==> src/rtl/jtag_cmd_regbank_if.sv <==
// Half-duplex host bridge bundle between the command interpreter (master)
// and debug_bridge_jtag (slave).
interface jtag_cmd_regbank_if;
    logic [31:0] d;    // word to host, valid while wr=1
    logic [31:0] q;    // word from host, valid on ack with wr=0
    logic        req;
    logic        wr;
    logic        ack;

    modport master (output d, req, wr, input q, ack);
    modport slave  (input d, req, wr, output q, ack);
endinterface

==> src/rtl/jtag_cmd_regbank.sv <==
// Host command interpreter: decodes 32-bit host words into control registers,
// one-cycle strobes, soft reset and snapshot status report bursts.
module jtag_cmd_regbank #(
    parameter int          NREGS     = 8,
    parameter int          REG_WIDTH = 24,
    parameter int          NSTATUS   = 4,
    parameter logic [23:0] REG_RESET = 24'h000020
) (
    input  logic                         clk,
    input  logic                         reset,
    jtag_cmd_regbank_if.master           bridge,
    output logic [NREGS*REG_WIDTH-1:0]   regs_q,
    output logic [NREGS-1:0]             reg_wr_stb,
    output logic [7:0]                   pulse_q,
    output logic                         soft_reset,
    input  logic [NSTATUS*32-1:0]        status_d,
    output logic                         busy
);
    localparam int RIW = (NREGS > 1) ? $clog2(NREGS) : 1;
    localparam int SIW = (NSTATUS > 1) ? $clog2(NSTATUS) : 1;
    localparam logic [8:0]           NREGS_C  = 9'(NREGS);
    localparam logic [6:0]           NSTAT_C  = 7'(NSTATUS);
    localparam logic [REG_WIDTH-1:0] RST_V    = REG_RESET[REG_WIDTH-1:0];

    typedef enum logic {IDLE, SEND} state_t;

    state_t                             state_q, state_d;
    logic [NREGS-1:0][REG_WIDTH-1:0]    bank_q, bank_d;
    logic [NSTATUS-1:0][31:0]           snap_q, snap_d;
    logic [6:0]                         idx_q, idx_d;
    logic                               all_q, all_d;
    logic [SIW-1:0]                     sel_q, sel_d;
    logic [7:0]                         err_q, err_d;
    logic [7:0]                         seq_q, seq_d;
    logic [NREGS-1:0]                   stb_d;
    logic [7:0]                         pulse_d;
    logic                               srst_d;
    logic                               req_q;
    logic                               acc;
    logic [7:0]                         cmd;
    logic [6:0]                         last_idx;
    logic [SIW-1:0]                     widx;
    logic [31:0]                        word;
    logic                               unused_q_bits;

    // An ack only counts while a request is outstanding, so a stuck or
    // back-to-back ack can never stretch a strobe or double-step a burst.
    assign acc      = bridge.ack && req_q;
    assign cmd      = bridge.q[31:24];
    assign last_idx = all_q ? NSTAT_C : 7'd1;
    assign widx     = all_q ? SIW'(idx_q - 7'd1) : sel_q;
    assign word     = (idx_q == 7'd0) ? {8'hA5, 8'(NSTATUS), err_q, seq_q} : snap_q[widx];

    assign bridge.req = req_q;
    assign bridge.wr  = (state_q == SEND);
    assign bridge.d   = (state_q == SEND) ? word : 32'h0;
    assign busy       = (state_q == SEND);
    assign regs_q     = bank_q;
    assign unused_q_bits = ^bridge.q;

    always_comb begin
        state_d = state_q;
        bank_d  = bank_q;
        snap_d  = snap_q;
        idx_d   = idx_q;
        all_d   = all_q;
        sel_d   = sel_q;
        err_d   = err_q;
        seq_d   = seq_q;
        stb_d   = '0;
        pulse_d = '0;
        srst_d  = 1'b0;
        unique case (state_q)
            IDLE: if (acc) begin
                if ({1'b0, cmd} < NREGS_C) begin
                    bank_d[cmd[RIW-1:0]] = bridge.q[REG_WIDTH-1:0];
                    stb_d[cmd[RIW-1:0]]  = 1'b1;
                end else if (cmd[7:6] == 2'b10 && {1'b0, cmd[5:0]} < NSTAT_C) begin
                    snap_d  = status_d;
                    sel_d   = cmd[SIW-1:0];
                    all_d   = 1'b0;
                    idx_d   = 7'd0;
                    state_d = SEND;
                end else if (cmd[7:3] == 5'b11110) begin
                    pulse_d[cmd[2:0]] = 1'b1;
                end else if (cmd == 8'hFE) begin
                    snap_d  = status_d;
                    all_d   = 1'b1;
                    idx_d   = 7'd0;
                    state_d = SEND;
                end else if (cmd == 8'hFF) begin
                    srst_d = 1'b1;
                    bank_d = {NREGS{RST_V}};
                end else if (err_q != 8'hFF) begin
                    err_d = err_q + 8'd1;
                end
            end
            SEND: if (acc) begin
                if (idx_q == last_idx) begin
                    state_d = IDLE;
                    seq_d   = seq_q + 8'd1;
                end else begin
                    idx_d = idx_q + 7'd1;
                end
            end
            default: state_d = IDLE;
        endcase
    end

    always_ff @(posedge clk) begin
        if (reset) begin
            state_q    <= IDLE;
            bank_q     <= {NREGS{RST_V}};
            snap_q     <= '0;
            idx_q      <= '0;
            all_q      <= 1'b0;
            sel_q      <= '0;
            err_q      <= '0;
            seq_q      <= '0;
            req_q      <= 1'b0;
            reg_wr_stb <= '0;
            pulse_q    <= '0;
            soft_reset <= 1'b0;
        end else begin
            state_q    <= state_d;
            bank_q     <= bank_d;
            snap_q     <= snap_d;
            idx_q      <= idx_d;
            all_q      <= all_d;
            sel_q      <= sel_d;
            err_q      <= err_d;
            seq_q      <= seq_d;
            req_q      <= !bridge.ack;
            reg_wr_stb <= stb_d;
            pulse_q    <= pulse_d;
            soft_reset <= srst_d;
        end
    end
endmodule

==> src/flat_wrapper.sv <==
// flat-port wrapper written by rule: the top's interface ports become plain ports
module jtag_cmd_regbank_flat 
#(
    parameter int          NREGS     = 8,
    parameter int          REG_WIDTH = 24,
    parameter int          NSTATUS   = 4,
    parameter logic [23:0] REG_RESET = 24'h000020
)
  (clk, reset, regs_q, reg_wr_stb, pulse_q, soft_reset, status_d, busy, bridge_d, bridge_req, bridge_wr, bridge_q, bridge_ack);
  jtag_cmd_regbank_if bridge_i ();
  input  logic clk;
  input  logic reset;
  output logic [NREGS*REG_WIDTH-1:0] regs_q;
  output logic [NREGS-1:0] reg_wr_stb;
  output logic [7:0] pulse_q;
  output logic soft_reset;
  input  logic [NSTATUS*32-1:0] status_d;
  output logic busy;
  output wire logic [$bits(bridge_i.d)-1:0] bridge_d;
  output wire logic [$bits(bridge_i.req)-1:0] bridge_req;
  output wire logic [$bits(bridge_i.wr)-1:0] bridge_wr;
  input wire logic [$bits(bridge_i.q)-1:0] bridge_q;
  input wire logic [$bits(bridge_i.ack)-1:0] bridge_ack;
  assign bridge_d = bridge_i.d;
  assign bridge_req = bridge_i.req;
  assign bridge_wr = bridge_i.wr;
  assign bridge_i.q = bridge_q;
  assign bridge_i.ack = bridge_ack;
  jtag_cmd_regbank #(.NREGS(NREGS), .REG_WIDTH(REG_WIDTH), .NSTATUS(NSTATUS), .REG_RESET(REG_RESET)) u_core (.clk(clk), .reset(reset), .bridge(bridge_i), .regs_q(regs_q), .reg_wr_stb(reg_wr_stb), .pulse_q(pulse_q), .soft_reset(soft_reset), .status_d(status_d), .busy(busy));
endmodule
==> config.mk <==
export PLATFORM = sky130hd
export DESIGN_NAME = jtag_cmd_regbank_flat
export DESIGN_NICKNAME = d
export VERILOG_FILES = /design/src/rtl/jtag_cmd_regbank_if.sv /design/src/rtl/jtag_cmd_regbank.sv /design/src/flat_wrapper.sv
export SDC_FILE = /design/constraint.sdc
export NUM_CORES = 1
export LEC_CHECK = 0
export BUFFER_PORTS_ARGS = -buffer_cell sky130_fd_sc_hd__buf_2
export CAP_MARGIN = 25
export CORE_UTILIZATION = 30
export CTS_CLUSTER_DIAMETER = 80
export DETAILED_ROUTE_END_ITERATION = 8
export SYNTH_ARGS = -nofsm -noshare
export SYNTH_HDL_FRONTEND = slang
export SYNTH_SLANG_ARGS = --single-unit
==> constraint.sdc <==
create_clock -name clk -period 3.9 [get_ports clk]
set_input_delay 0.78 -clock clk [delete_from_list [all_inputs] [get_ports clk]]
set_output_delay 0.78 -clock clk [all_outputs]
set_load 0.01 [all_outputs]
==> key figures <==
Die
  • Die Span Y: 216 µm
  • I/O pins: 407
  • Die Span X: 216 µm
  • # rows: 78
  • Die footprint: 0.0468 mm²
  • Initial core utilization: 30.4%
  • Core area: 0.0454 mm²

Power and ir drop
  • Max IR drop VDD: 0.412 mV
  • Flop pwr share: 46.5%
  • Switching Share: 21.3%
  • Clk pwr share: 50.5%
  • Pint: 6.32 mW
  • PwrDens: 449 mW/mm²
  • Sw power: 1.71 mW
  • Comb pwr share: 3.0%
  • Leakage: 7.24 nW

Run status
  • Status: finished, final reports clean

Detailed routing
  • Drt wl/cell: 18.5 µm
  • Via count: 12800
  • Drt first pass iters: 6
  • Final wirelength: 46600 µm
  • Post-DRT Antenna Nets: 0
  • Vias per cell: 5.05
  • Drt drc: 0
  • DR iter-0 viols: 972

Clocking
  • CTS hold repair buffers: 0
  • CTS max path bufs: 3
  • Clock slew at reported path FFs: 0.05 ns
  • Post_cts resized: 0
  • Inserted Clock Buffers: 43
  • CTS tree: yes
  • H-tree depth: 2
  • Clock Sinks: 365
  • Clk_lat worst skew: 0.55 ns
  • Root buf cell: clkbuf_16

Synthesis
  • Flops & latches, synth: 365
  • Syn nets: 1714
  • Sequential cell area fraction in the yosys report: 53.0%
  • Cells after Synth: 1547
  • Primary FF master, synth: dfxtp_1
  • Yosys warns: 0
  • Cell variety after synth: 51
  • Ys async rst share: 0%
  • EDFF count, synth: 0
  • Synth Cell Area: 0.0138 mm²
  • Syn avg cell area: 8.91 µm²

Critical path
  • Path depth of the worst reg2reg path: 5
  • CP Capture Type: output pin
  • Slowest cell on crit path: mux4_2
  • Worst-path fanout max: 8
  • Setup crit start: u_core.idx_q[0]$_SDFFE_PP0P_
  • Crit path largest cell delay: 0.51 ns
  • Crit-path cells: inv_1 -> ha_1 -> nand2_1 -> o21ai_4 -> buf_4 -> mux4_2 -> a22o_1 -> buf_2
  • Crit Reg-Reg Startpoint: u_core.bridge.wr$_SDFF_PP0_
  • Buffers & Inverters on Critical Path: 3
  • Top Family by Delay on Critical Path: buffers and inverters
  • Worst Setup Start Kind: flip-flop
  • FF-to-FF End: u_core.regs_q[5]$_SDFFE_PP1P_
  • Crit path DAT: 2.89 ns
  • CP Class: flip-flop to output pin
  • Register-to-register setup slack: 1.36 ns
  • Crit path required time: 3.12 ns

Timing
  • Pins over their slew limit: 0
  • Final setup fails: 0
  • Worst rel slew slack: 43.2%
  • Tcrit/Tclk final: 94.2%
  • Crit path time final: 3.67 ns
  • Setup tns final: 0 ns
  • Worst slew pin tran: 0.851 ns
  • F_max: 0.272 GHz
  • Setup Skew: 0.0111 ns
  • Final Hold Fails: 0
  • RSZ-0062 raised after global routing: false

Finish
  • Post-route design area: 0.0179 mm²
  • Final #Nets: 2055
  • Area Growth Syn to Fin: 29.7%
  • Fraction of layout instances using a drive strength above 1: 29.4%

Min path
  • Worst Hold Depth: 2
  • Worst Hold Class: input pin to flip-flop
  • Worst Hold Launch: bridge_ack
  • Destination of the worst hold path: u_core.bridge.req$_SDFF_PP0_

GRT
  • Initial antenna violation count: 16
  • Total GRT Usage: 19.3%
  • Largest net degree at the start of global routing: 171
  • GRT Residual Overflow: 0
  • Global-route wire length before repair: 70700 µm
  • Vias in the first global route: 12200

Place
  • Routability Congestion: 0.843
  • Area after DPL: 0.0164 mm²
  • Post-detail-place hpwl: 32000 µm
  • IO buf count: 406

Flow run
  • Max Cap Violations: 0
[state kept, by name, summed over array words and instances, names as in the netlist]
register,count
u_core.all_q,1
u_core.sel_q,2
u_core.err_q,8
u_core.idx_q,7
u_core.soft_reset,1
u_core.reg_wr_stb,8
u_core.regs_q,192
u_core.pulse_q,8
u_core.bridge.wr,1
u_core.bridge.req,1
u_core.seq_q,8
u_core.snap_q,128
[power groups by stage]
| stage | clock network, mW | logic, mW | registers, mW |
|---|---|---|---|
| after global routing | 4.32 | 0.258 | 3.74 |
| after CTS | 4.16 | 0.241 | 3.74 |
| after global placement | 0 | 0.237 | 3.82 |
| after detailed placement | 0 | 0.239 | 3.82 |
| after floorplan | 0 | 0.107 | 3.82 |
| final | 4.06 | 0.241 | 3.74 |
[through the flow]
step	hold WS, ns	utilization (%)	total power, mW	worst slack, ns	std cells
final	0.447	39.4	8.04	0.226	2525
after CTS	0.417	39.4	8.14	0.166	2517
after global routing	0.430	39.4	8.31	0.0507	2522
after detailed placement	0.445	36.1	4.06	0.531	2438
after floorplan	0.433	-	3.92	0.778	1547
after global placement	0.440	36.1	4.06	0.587	2438
[final cells by class]
| cell class | count | area, µm² |
|---|---|---|
| inverter | 7 | 26.3 |
| timing repair buffer | 445 | 2370 |
| multi-input combinational | 1026 | 5960 |
| sequential | 365 | 7310 |
| fill | 4595 | 27500 |
| clock inverter | 9 | 131 |
| tap | 600 | 751 |
| clock buffer | 65 | 1310 |
| antenna | 8 | 20.0 |
[kinds of logic after synthesis]
family          count (synthesis)  share of synthesized area [%]
compound gates                376                           18.1
xor+xnor                       16                           1.02
fa+ha+maj                       4                          0.363
buf+inv                       156                           4.46
flops                         365                           53.0
mux                            46                           5.80
simple gates                  584                           17.2
[how the worst max path moves through the flow]
stage                         to  slack (ns)  depth (start not counted)
global placement     bridge_d[7]        0.59                          8
CTS                  bridge_d[4]        0.17                          8
detailed placement  bridge_d[10]        0.53                          8
global route         bridge_d[5]        0.05                          8
finish               bridge_d[4]        0.23                          8
floorplan           bridge_d[11]        0.78                          7
[synth_stat cells, types with 3 or more instances]
cell type	number	area share, %
a21oi_1	132	4.8
a22o_1	16	1.0
a22oi_1	185	10
a2bb2oi_1	8	0.51
and2_1	16	0.73
and3_1	3	0.14
and3b_1	3	0.19
buf_1	3	0.082
buf_2	14	0.51
clkbuf_1	130	3.5
dfxtp_1	365	53
ha_1	4	0.36
inv_1	7	0.19
mux2i_1	18	1.3
mux4_2	27	4.4
nand2_1	266	7.2
nand3_1	11	0.40
nand3b_1	3	0.16
nand4_1	6	0.27
nor2_1	243	6.6
nor3_1	15	0.54
nor4_1	4	0.18
o21a_1	8	0.44
o21ai_0	3	0.11
o21ai_1	9	0.33
or3_1	3	0.14
or3b_2	3	0.19
xnor2_1	8	0.51
xor2_1	8	0.51
[layout by cell type, fill, tap and decap left out, drive strengths merged, types with 6 or more instances in the layout]
cell / count
mux2i: 18
nand3: 11
clkbuf: 65
xnor2: 8
o21ai: 12
and2: 16
diode: 8
o21a: 8
nand4: 6
buf: 445
a2bb2oi: 8
a22o: 16
a21oi: 132
nand2: 266
inv: 9
a22oi: 185
nor3: 15
xor2: 8
nor2: 243
mux4: 27
dfxtp: 365
[what timing repair did]
action / in CTS / in global routing
hold endpoints to repair: 0 / 0
setup endpoints to repair: 7 / 0
buffers inserted: 5 / 0
[routing by layer]
layer / track usage [%] / vias up / share of wire [%] / wire, µm
met3: 6.08 / 98 / 9.6 / 4460
met1: 23.7 / 6042 / 42 / 19400
li1: - / 6029 / - / -
met2: 31.4 / 564 / 46 / 21300
met5: 0 / - / 0.27 / 126
met4: 7.11 / 18 / 2.9 / 1340
Note: power is estimated with default switching activity, not from simulation.
